<file path="config.mk">
export PLATFORM = sky130hd
export DESIGN_NAME = roi_downsampler
export DESIGN_NICKNAME = d
export VERILOG_FILES = /design/src/rtl/roi_downsampler_pkg.sv /design/src/rtl/roi_downsampler_block_accumulator.sv /design/src/rtl/roi_downsampler.sv
export SDC_FILE = /design/constraint.sdc
export NUM_CORES = 1
export LEC_CHECK = 0
export CORE_MARGIN = 5
export CORE_UTILIZATION = 55
export CTS_CLUSTER_DIAMETER = 60
export DETAILED_ROUTE_END_ITERATION = 10
export DONT_BUFFER_PORTS = 1
export PLACE_DENSITY = 0.7
export SLEW_MARGIN = 20
export SYNTH_ARGS = -nofsm -noshare
export SYNTH_HDL_FRONTEND = slang
export SYNTH_SLANG_ARGS = --single-unit
</file>
<file path="constraint.sdc">
create_clock -name pclk -period 11.13 [get_ports pclk]
set_clock_uncertainty 0.1 [all_clocks]
set_input_delay 1.6695 -clock pclk [delete_from_list [all_inputs] [get_ports pclk]]
set_output_delay 1.6695 -clock pclk [all_outputs]
set_load 0.02 [all_outputs]
</file>
<file path="src/rtl/roi_downsampler_pkg.sv">
// Shared constants and state encoding for the camera front end that
// feeds the digit classifier.
package roi_downsampler_pkg;

  localparam int DS_GRAY_WIDTH = 8;
  localparam int DS_OUT_DIM    = 28;
  localparam int DS_OUT_PIXELS = DS_OUT_DIM * DS_OUT_DIM;
  localparam int DS_SCALE_LOG2 = 3;
  localparam int DS_HSUM_WIDTH = DS_GRAY_WIDTH + DS_SCALE_LOG2;
  localparam int DS_ACC_WIDTH  = DS_GRAY_WIDTH + 2 * DS_SCALE_LOG2;

  typedef enum logic [1:0] {
    ST_IDLE   = 2'd0,
    ST_ACTIVE = 2'd1,
    ST_DONE   = 2'd2
  } ds_state_e;

endpackage

</file>
<file path="src/rtl/roi_downsampler_block_accumulator.sv">
// Box-sum engine: a horizontal partial sum plus one column accumulator per
// output column. Reports the full block total on the block's last pixel.
module roi_downsampler_block_accumulator
  import roi_downsampler_pkg::*;
#(
  parameter int GRAY_WIDTH = DS_GRAY_WIDTH,
  parameter int SCALE_LOG2 = DS_SCALE_LOG2,
  parameter int OUT_DIM    = DS_OUT_DIM
) (
  input  logic                                 clk,
  input  logic                                 rst,
  input  logic                                 clear,
  input  logic                                 pix_valid,
  input  logic [GRAY_WIDTH-1:0]                pixel,
  input  logic [$clog2(OUT_DIM)-1:0]           bx,
  input  logic [SCALE_LOG2-1:0]                sx,
  input  logic [SCALE_LOG2-1:0]                sy,
  output logic                                 blk_valid,
  output logic [GRAY_WIDTH+2*SCALE_LOG2-1:0]   blk_sum
);

  localparam int HW = GRAY_WIDTH + SCALE_LOG2;
  localparam int AW = GRAY_WIDTH + 2 * SCALE_LOG2;

  logic [HW-1:0] hsum_q, hsum_d, hsum_full;
  logic [AW-1:0] col_acc_q [OUT_DIM];
  logic [AW-1:0] col_acc_d [OUT_DIM];

  always_comb begin
    hsum_full = (sx == '0) ? HW'(pixel) : hsum_q + HW'(pixel);
    hsum_d    = hsum_q;
    col_acc_d = col_acc_q;
    blk_valid = 1'b0;
    blk_sum   = '0;
    if (clear) begin
      hsum_d = '0;
      for (int i = 0; i < OUT_DIM; i++) col_acc_d[i] = '0;
    end else if (pix_valid) begin
      hsum_d = hsum_full;
      if (&sx) begin
        // First block row overwrites, so stale sums never need an explicit clear.
        if (&sy) begin
          blk_valid = 1'b1;
          blk_sum   = col_acc_q[bx] + AW'(hsum_full);
        end else if (sy == '0) begin
          col_acc_d[bx] = AW'(hsum_full);
        end else begin
          col_acc_d[bx] = col_acc_q[bx] + AW'(hsum_full);
        end
      end
    end
  end

  always_ff @(posedge clk) begin
    if (rst) begin
      hsum_q <= '0;
      for (int i = 0; i < OUT_DIM; i++) col_acc_q[i] <= '0;
    end else begin
      hsum_q    <= hsum_d;
      col_acc_q <= col_acc_d;
    end
  end

endmodule

</file>
<file path="src/rtl/roi_downsampler.sv">
// Crops a fixed ROI from a raw gray frame and box-averages it down to an
// OUT_DIM x OUT_DIM raster stream for the classifier.
module roi_downsampler
  import roi_downsampler_pkg::*;
#(
  parameter int IMG_WIDTH  = 640,
  parameter int IMG_HEIGHT = 480,
  parameter int ROI_X      = 208,
  parameter int ROI_Y      = 128,
  parameter int SCALE_LOG2 = DS_SCALE_LOG2,
  parameter int OUT_DIM    = DS_OUT_DIM,
  parameter int GRAY_WIDTH = DS_GRAY_WIDTH,
  parameter int INVERT     = 1
) (
  input  logic                  pclk,
  input  logic                  rst,
  input  logic                  vsync_in,
  input  logic                  de_in,
  input  logic [GRAY_WIDTH-1:0] pixel_in,
  output logic                  de_out,
  output logic [GRAY_WIDTH-1:0] pixel_out,
  output logic                  frame_done,
  output logic                  frame_short
);

  localparam int ROI_EDGE   = OUT_DIM << SCALE_LOG2;
  localparam int OUT_PIXELS = OUT_DIM * OUT_DIM;
  localparam int XW  = $clog2(IMG_WIDTH + 1);
  localparam int YW  = $clog2(IMG_HEIGHT + 1);
  localparam int BXW = $clog2(OUT_DIM);
  localparam int RW  = SCALE_LOG2 + BXW;
  localparam int CW  = $clog2(OUT_PIXELS + 1);
  localparam int AW  = GRAY_WIDTH + 2 * SCALE_LOG2;

  localparam logic [XW-1:0] X_LAST = XW'(IMG_WIDTH - 1);
  localparam logic [XW-1:0] X_ROI0 = XW'(ROI_X);
  localparam logic [XW-1:0] X_ROI1 = XW'(ROI_X + ROI_EDGE);
  localparam logic [YW-1:0] Y_END  = YW'(IMG_HEIGHT);
  localparam logic [YW-1:0] Y_ROI0 = YW'(ROI_Y);
  localparam logic [YW-1:0] Y_ROI1 = YW'(ROI_Y + ROI_EDGE);
  localparam logic [CW-1:0] CNT_LAST = CW'(OUT_PIXELS - 1);

  ds_state_e             state_q, state_d;
  logic [XW-1:0]         x_q, x_d;
  logic [YW-1:0]         y_q, y_d;
  logic [CW-1:0]         cnt_q, cnt_d;
  logic                  vsync_q;
  logic                  de_out_q, de_out_d;
  logic [GRAY_WIDTH-1:0] pixel_out_q, pixel_out_d;
  logic                  frame_done_q, frame_done_d;
  logic                  frame_short_q, frame_short_d;

  logic                  vs_edge, pix_step, in_roi, pix_valid, blk_valid;
  logic [RW-1:0]         rel_x;
  logic [SCALE_LOG2-1:0] sy;
  logic [AW-1:0]         blk_sum;
  logic [GRAY_WIDTH-1:0] avg, pixel_val;

  // A vsync edge always wins over a coincident de_in.
  assign vs_edge   = vsync_in & ~vsync_q;
  assign pix_step  = ~vs_edge & (state_q == ST_ACTIVE) & de_in & (y_q != Y_END);
  assign in_roi    = (x_q >= X_ROI0) && (x_q < X_ROI1) && (y_q >= Y_ROI0) && (y_q < Y_ROI1);
  assign pix_valid = pix_step & in_roi;
  assign rel_x     = x_q[RW-1:0] - X_ROI0[RW-1:0];
  assign sy        = y_q[SCALE_LOG2-1:0] - Y_ROI0[SCALE_LOG2-1:0];
  assign avg       = GRAY_WIDTH'(blk_sum >> (2 * SCALE_LOG2));
  assign pixel_val = (INVERT != 0) ? ~avg : avg;

  roi_downsampler_block_accumulator #(
    .GRAY_WIDTH (GRAY_WIDTH),
    .SCALE_LOG2 (SCALE_LOG2),
    .OUT_DIM    (OUT_DIM)
  ) u_block_accumulator (
    .clk       (pclk),
    .rst       (rst),
    .clear     (vs_edge),
    .pix_valid (pix_valid),
    .pixel     (pixel_in),
    .bx        (rel_x[RW-1:SCALE_LOG2]),
    .sx        (rel_x[SCALE_LOG2-1:0]),
    .sy        (sy),
    .blk_valid (blk_valid),
    .blk_sum   (blk_sum)
  );

  always_comb begin
    state_d       = state_q;
    x_d           = x_q;
    y_d           = y_q;
    cnt_d         = cnt_q;
    de_out_d      = 1'b0;
    pixel_out_d   = pixel_out_q;
    frame_done_d  = 1'b0;
    frame_short_d = 1'b0;
    if (vs_edge) begin
      state_d       = ST_ACTIVE;
      x_d           = '0;
      y_d           = '0;
      cnt_d         = '0;
      frame_short_d = (state_q == ST_ACTIVE);
    end else if (pix_step) begin
      if (x_q == X_LAST) begin
        x_d = '0;
        y_d = y_q + YW'(1);
      end else begin
        x_d = x_q + XW'(1);
      end
      if (blk_valid) begin
        de_out_d    = 1'b1;
        pixel_out_d = pixel_val;
        cnt_d       = cnt_q + CW'(1);
        if (cnt_q == CNT_LAST) begin
          frame_done_d = 1'b1;
          state_d      = ST_DONE;
        end
      end
    end
  end

  always_ff @(posedge pclk) begin
    if (rst) begin
      state_q       <= ST_IDLE;
      x_q           <= '0;
      y_q           <= '0;
      cnt_q         <= '0;
      vsync_q       <= 1'b0;
      de_out_q      <= 1'b0;
      pixel_out_q   <= '0;
      frame_done_q  <= 1'b0;
      frame_short_q <= 1'b0;
    end else begin
      state_q       <= state_d;
      x_q           <= x_d;
      y_q           <= y_d;
      cnt_q         <= cnt_d;
      vsync_q       <= vsync_in;
      de_out_q      <= de_out_d;
      pixel_out_q   <= pixel_out_d;
      frame_done_q  <= frame_done_d;
      frame_short_q <= frame_short_d;
    end
  end

  assign de_out      = de_out_q;
  assign pixel_out   = pixel_out_q;
  assign frame_done  = frame_done_q;
  assign frame_short = frame_short_q;

endmodule

</file>
After elaboration in Yosys (flattened, before gate mapping)
Cells that the tools add are included.

storage, ports and cells
  memories kept = 0
  RAM bits = 0
  input bits = 12
  bits in latches = 0
  bits in registers = 446
  logic and storage cells = 112
  ROM bits = 0

operators by class
  reduce and logical (&&, ||, !) cells = 21
  bitwise operators = 12
  shifts and indexed selects = 0
  eq/ne operators = 4
  multiplexer cells = 24
  div/mod/pow operators = 0
  add/subtract/negate cells = 6
  $lt $le $gt $ge = 6
  multiply operators = 0

operators by type and width
  kind                   count
  $bwmux 392             2
  $mux 392               1
  $mux 14                7
  $bmux 14 s5            1
  $demux 14 s5           1
  $add 10x1->10 const B  2
  $eq 10x10->1 const B   2
  $reduce_and 3->1       5
  $add 14x11->14         1
  $add 11x8->11          1
  $mux 11                1
  $ge 10x8->1 const B    1
  $lt 10x9->1 const B    1
  $mux 1                 10
  $mux 10                1
  $add 9x1->9 const B    1
  $ge 9x8->1 const B     1
  $lt 9x9->1 const B     1
  $ne 9x9->1 const B     1
  $not 8->8              1
  $sub 8x8->8 const B    1
  $ge 6x6->1 const B     1
  $logic_not 3->1        2
  $lt 6x1->1 const B     1
  other kinds (11)       26

Longest topological paths before layout
  word-level depth = 12
  gate-level depth with buffers = 28
  depth with buffers taken out = 20

Cells and area by module
A second synthesis with hierarchy kept.

second synthesis, totals
  cell total of the unflattened synthesis = 2612
  area, all modules = 22362.7 µm²

modules (own cells, without submodules)
  module                             area each (µm²)  sequential area each (µm²)  cells an instance  instances
  roi_downsampler_block_accumulator  20299.5          8067.7                      2371               1
  roi_downsampler                    2063.2           860.8                       241                1

Least setup slack after synthesis
Ideal clock, no wire load.

  path type = register -> register
  start point = register x_q[4]
  end point = register u_block_accumulator.col_acc_q[303] in the netlist's numbering
  setup time = 0.130 ns
  path buffers = 8
  cell stages (with the launch flop) = 25
  slack = 5.847 ns
  arrival time = 5.053 ns
  period minus slack after synthesis = 5.283 ns
  cells stage by stage = dfxtp_1 -> buf_6 -> buf_4 -> buf_4 -> buf_2 -> inv_1 -> ha_1 -> buf_2 -> clkbuf_1 -> a21oi_1 -> buf_2 -> and2_1 -> a2111oi_0 -> inv_1 -> ha_1 -> a21o_1 -> a21oi_1 -> o21ai_0 -> and3_1 -> a22oi_1 -> nand3b_1 -> xor2_1 -> mux2i_2 -> buf_2 -> a21oi_1

on the way
  word-level cells in the longest chain between the ends = 8
  elaborated cells on any way between the ends = 21

RTL lines
  what                                                                RTL line                                                                          source
  start, declared                                                     roi_downsampler.sv:44                                                             logic [XW-1:0] x_q, x_d;
  start signal, assigned                                              roi_downsampler.sv:123                                                            x_q <= '0;
  start signal, assigned                                              roi_downsampler.sv:133                                                            x_q <= x_d;
  $sub 8x8->8                                                         roi_downsampler.sv:64                                                             assign rel_x = x_q[RW-1:0] - X_ROI0[RW-1:0];
  $not 5->6 (implied by the code)                                     roi_downsampler_block_accumulator.sv:46, roi_downsampler_block_accumulator.sv:48
  $bmux 14 s5, or another cell as far along                           roi_downsampler_block_accumulator.sv:48                                           col_acc_d[bx] = col_acc_q[bx] + AW'(hsum_full);
  $mux 14 (implied by the code) or $logic_and 1x1->1 (tied branches)  roi_downsampler_block_accumulator.sv:48, roi_downsampler_block_accumulator.sv:46
  $mux 14, on equally long branches                                   roi_downsampler_block_accumulator.sv:48, roi_downsampler_block_accumulator.sv:46
  $add 14x11->14 or $demux 14 s5 (tied branches)                      roi_downsampler_block_accumulator.sv:48, roi_downsampler_block_accumulator.sv:46
  $bwmux 392, on equally long branches                                roi_downsampler_block_accumulator.sv:48, roi_downsampler_block_accumulator.sv:46
  $mux 392                                                            roi_downsampler_block_accumulator.sv:45                                           end else if (sy == '0) begin
  end signal, assigned                                                roi_downsampler_block_accumulator.sv:60                                           col_acc_q <= col_acc_d;
  end, declared                                                       roi_downsampler_block_accumulator.sv:26                                           logic [AW-1:0] col_acc_q [OUT_DIM];

Parallel ways exist; a longest one is shown, timed or not. The select of a mux whose other input is x is not followed.
A chain may end at the register's enable or synchronous reset.

Worst setup path in the final report
  start point = register x_q[4]
  end point = register u_block_accumulator.col_acc_q[125] in the netlist's numbering

Same word-level chain as after synthesis.

==> summary.md <==
| Metric | Value |
|---|---|
| Pwr dens | about 150 mW/mm² |
| Placed Cells | around 2700 |
| CTS root buffer | clkbuf_16 |
| Drt total wl | between 60 and 70 mm |
| Most frequent cell after synthesis | dfxtp_1 |
| Met3 Resource Use GR | around 7.0% |
| Final ANT Viol Nets | 0 |
| Crit path DAT | between 7000 and 8000 ps |
| Area contributors post-synth | dfxtp_1, mux4_2, nand2_1, a21oi_1, nand3_1 |
| FFs w/ async S/R, synth | 0% |
| Mapped Cells | ~2400 |
| First-pass GRT wire length | 101 mm |
| H-tree depth | 2 |
| RSZ-0062 raised after global routing | false |
| Largest net degree at the start of global routing | 96 |
| Setup crit end kind | register |
| Final Max Slew Viols | 0 |
| WP data required | 11450 ps |
| Area delta synth->final | 8.71% |
| Met2 Use GR | 48.7% |
| Seq/Total Area, Yosys | between 40% and 50% |
| Peak supply drop | around 0.11 mV |
| Synthesized area | a little over 0.02 mm² |
| #FFs+latches synth | 446 |
| Yosys cell types | 77 |
| Finished Layout Cells | ~2800 |
| Pwr Total | around 0.0034 W |
| Sequential cell area | between 0.008 and 0.009 mm² |
| Final Hold Vio Count | 0 |
| Die span in y | around 200 µm |
| CP max-delay cell | ha_1 |
| Starting Density | a little under three fifths |
| Hold-fix buffers, CTS | 0 |
| Core Footprint | approximately 0.037 mm² |
| Drt initial violations | around 2400 |
| Max Cap Violations | 0 |
| Vias per cell | about 6.5 |
| Period utilization | about 63% |
| Met1 GRT Util | 41.2% |
| Vias post-DR | about 18000 |
| Rows | 71 |
| Drt first pass iters | 7 |
| Residual DRC | 0 |
| Fillers | 3233 |
| Per-cell routed wire length | about 23 µm |
| Post-synth EDFFs | 0 |
| CP Cell Sequence | inv_1 > ha_1 > inv_1 > nor2_1 > nand2_1 > o221a_2 > ha_1 > nand2_1 > o21ai_0 > and2_1 > o21a_1 > o21ai_1 > o211ai_1 > or2_1 > o21ai_0 |
| Synth area leader | dfxtp_1 |
| Die area | 0.0418 mm² |
| Avg Cell Area, Syn | approximately 8.7 µm² |
| Diodes inserted | 0 |
| Post-synth top flop | dfxtp_1 |
| Yosys warnings | 0 |
| Vias in the first global route | 17300 |
| Bufs on Longest Clock Path | 3 |
| Synth top area share | a little over two fifths |
| Slew headroom | between 20% and 30% |
| Worst-Margin Slew | 1120 ps |
| Cts repair resizes | 0 |
| RD Place Congestion | around 0.95 |
| # IOs | 23 |
| Final Util | 60.3% |
| Clock transition at path regs | about 60 ps |
| Hold Crit Class | reg -> reg |
| Setup-failing EPs final | 0 |
| CP peak stage delay | slightly above 1000 ps |
| Cts bufs inserted | between 40 and 50 |
| Die width | 204 µm |
| Commonest cells in the netlist | dfxtp_1, nand2_1, a21oi_1 |
| LEAKAGE | 7.24 nW |
| Synthesized Nets | between 2000 and 2500 |
| Max Clk Rate | between 100 and 150 MHz |
| Min Tclk post-route | ~7000 ps |
| Post-CTS setup repair buffer count | 0 |
| Share of cells above drive strength 1 | approximately 13% |
| Clock Sinks | about 450 |
| Port Buffers | 0 |
| GR Overflow Total | 0 |
| Worst Setup Path Type | reg -> reg |
| Status | completed |
| Post-layout net count | 2313 |
| GRT busiest layer | met2 |
| Worst-path maximum fanout | 30 |
| Clk_lat worst skew | 600 ps |
| Setup_tns | 0 ps |
| Setup crit start kind | register |
| Final HPWL DP | about 42 mm |
| CTS tree | yes |
| Global Route Usage Sum | between 30 and 40% |
| Initial antenna violation count | 0 |
| Multi-input gate area | ~0.011 mm² |
-- registers in the layout, summed over array words and instances, names as in the netlist --
name                           flops
de_out                             1
y_q                                9
frame_done                         1
cnt_q                             10
pixel_out                          8
x_q                               10
state_q                            2
u_block_accumulator.hsum_q        11
frame_short                        1
vsync_q                            1
u_block_accumulator.col_acc_q    392
-- cells in the final DEF, fill, tap and decap left out, types with 12 or more instances in the layout --
cell / n
xor2_1: 23
nor2_2: 12
o211ai_1: 32
nand4_1: 29
a211oi_1: 57
mux4_2: 95
ha_1: 28
o21ai_2: 22
dfxtp_1: 444
xnor2_1: 13
buf_4: 33
nand3_1: 208
mux2i_1: 27
nor3_1: 37
clkinv_2: 12
inv_1: 24
o21ai_1: 12
a21oi_1: 215
nand2_1: 398
clkbuf_16: 48
o21ai_0: 138
nor2_1: 203
o31ai_1: 13
or3_1: 18
-- where the power goes --
group          switching, W  total [W]  internal (W)
Sequential      0.000000499    0.00160       0.00160
Combinational     0.0000704  0.0000845     0.0000141
Clock              0.000684    0.00171       0.00103
Total              0.000755    0.00339       0.00264
-- metrics by stage --
step                hold slack, ps  instance area (µm²)  setup WS [ps]
floorplan                      315                20800           5850
global placement               334                20900           4470
detailed placement             332                20900           4210
CTS                            344                22600           4150
global route                   367                22600           3900
finish                         342                22600           4170
-- area by class of cell --
| type | instances | area share (%) |
|---|---|---|
| Sequential cell | 446 | 39.5 |
| Inverter | 24 | 0.398 |
| Timing Repair Buffer | 33 | 1.10 |
| Tap cell | 511 | 2.83 |
| Clock buffer | 60 | 5.82 |
| Clock inverter | 28 | 1.68 |
| Multi-Input combinational cell | 1718 | 48.6 |
-- routing by layer --
| layer | wire length, µm | vias up |
|---|---|---|
| met5 | 0 | - |
| li1 | - | 8224 |
| met4 | 3040 | 0 |
| met3 | 7210 | 229 |
| met2 | 29600 | 1018 |
| met1 | 25700 | 8758 |
-- critical path, delay by kind of cell (launching register included) --
kind | cells | cell delay (ps)
compound gates | 6 | 1640
fa+ha+maj | 2 | 1350
buf+inv | 2 | 740
flops | 1 | 480
simple gates | 5 | 2450
-- final timing paths --
kind | start | to | slack [ps] | cells past startpoint
max | x_q[4]$_SDFFE_PP0P_ | u_block_accumulator.col_acc_q[125]$_SDFFE_PP0P_ | 4170 | 15
min | state_q[1]$_SDFFE_PP0P_ | frame_short$_SDFF_PP0_ | 340 | 1
max reg2reg | x_q[4]$_SDFFE_PP0P_ | u_block_accumulator.col_acc_q[125]$_SDFFE_PP0P_ | 4170 | 15
min reg2reg | state_q[1]$_SDFFE_PP0P_ | frame_short$_SDFF_PP0_ | 340 | 1
-- cell families (layout without fill, tap and decap cells) --
| family | count (synthesis) | count (layout) | share of synthesized area [%] |
|---|---|---|---|
| fa+ha+maj | 31 | 31 | 1.93 |
| simple gates | 970 | 970 | 20.8 |
| mux | 129 | 129 | 12.0 |
| compound gates | 547 | 547 | 15.8 |
| buf+inv | 219 | 145 | 4.68 |
| xor+xnor | 41 | 41 | 1.84 |
| flops | 446 | 446 | 42.9 |
(Power assumes the default switching activity.)
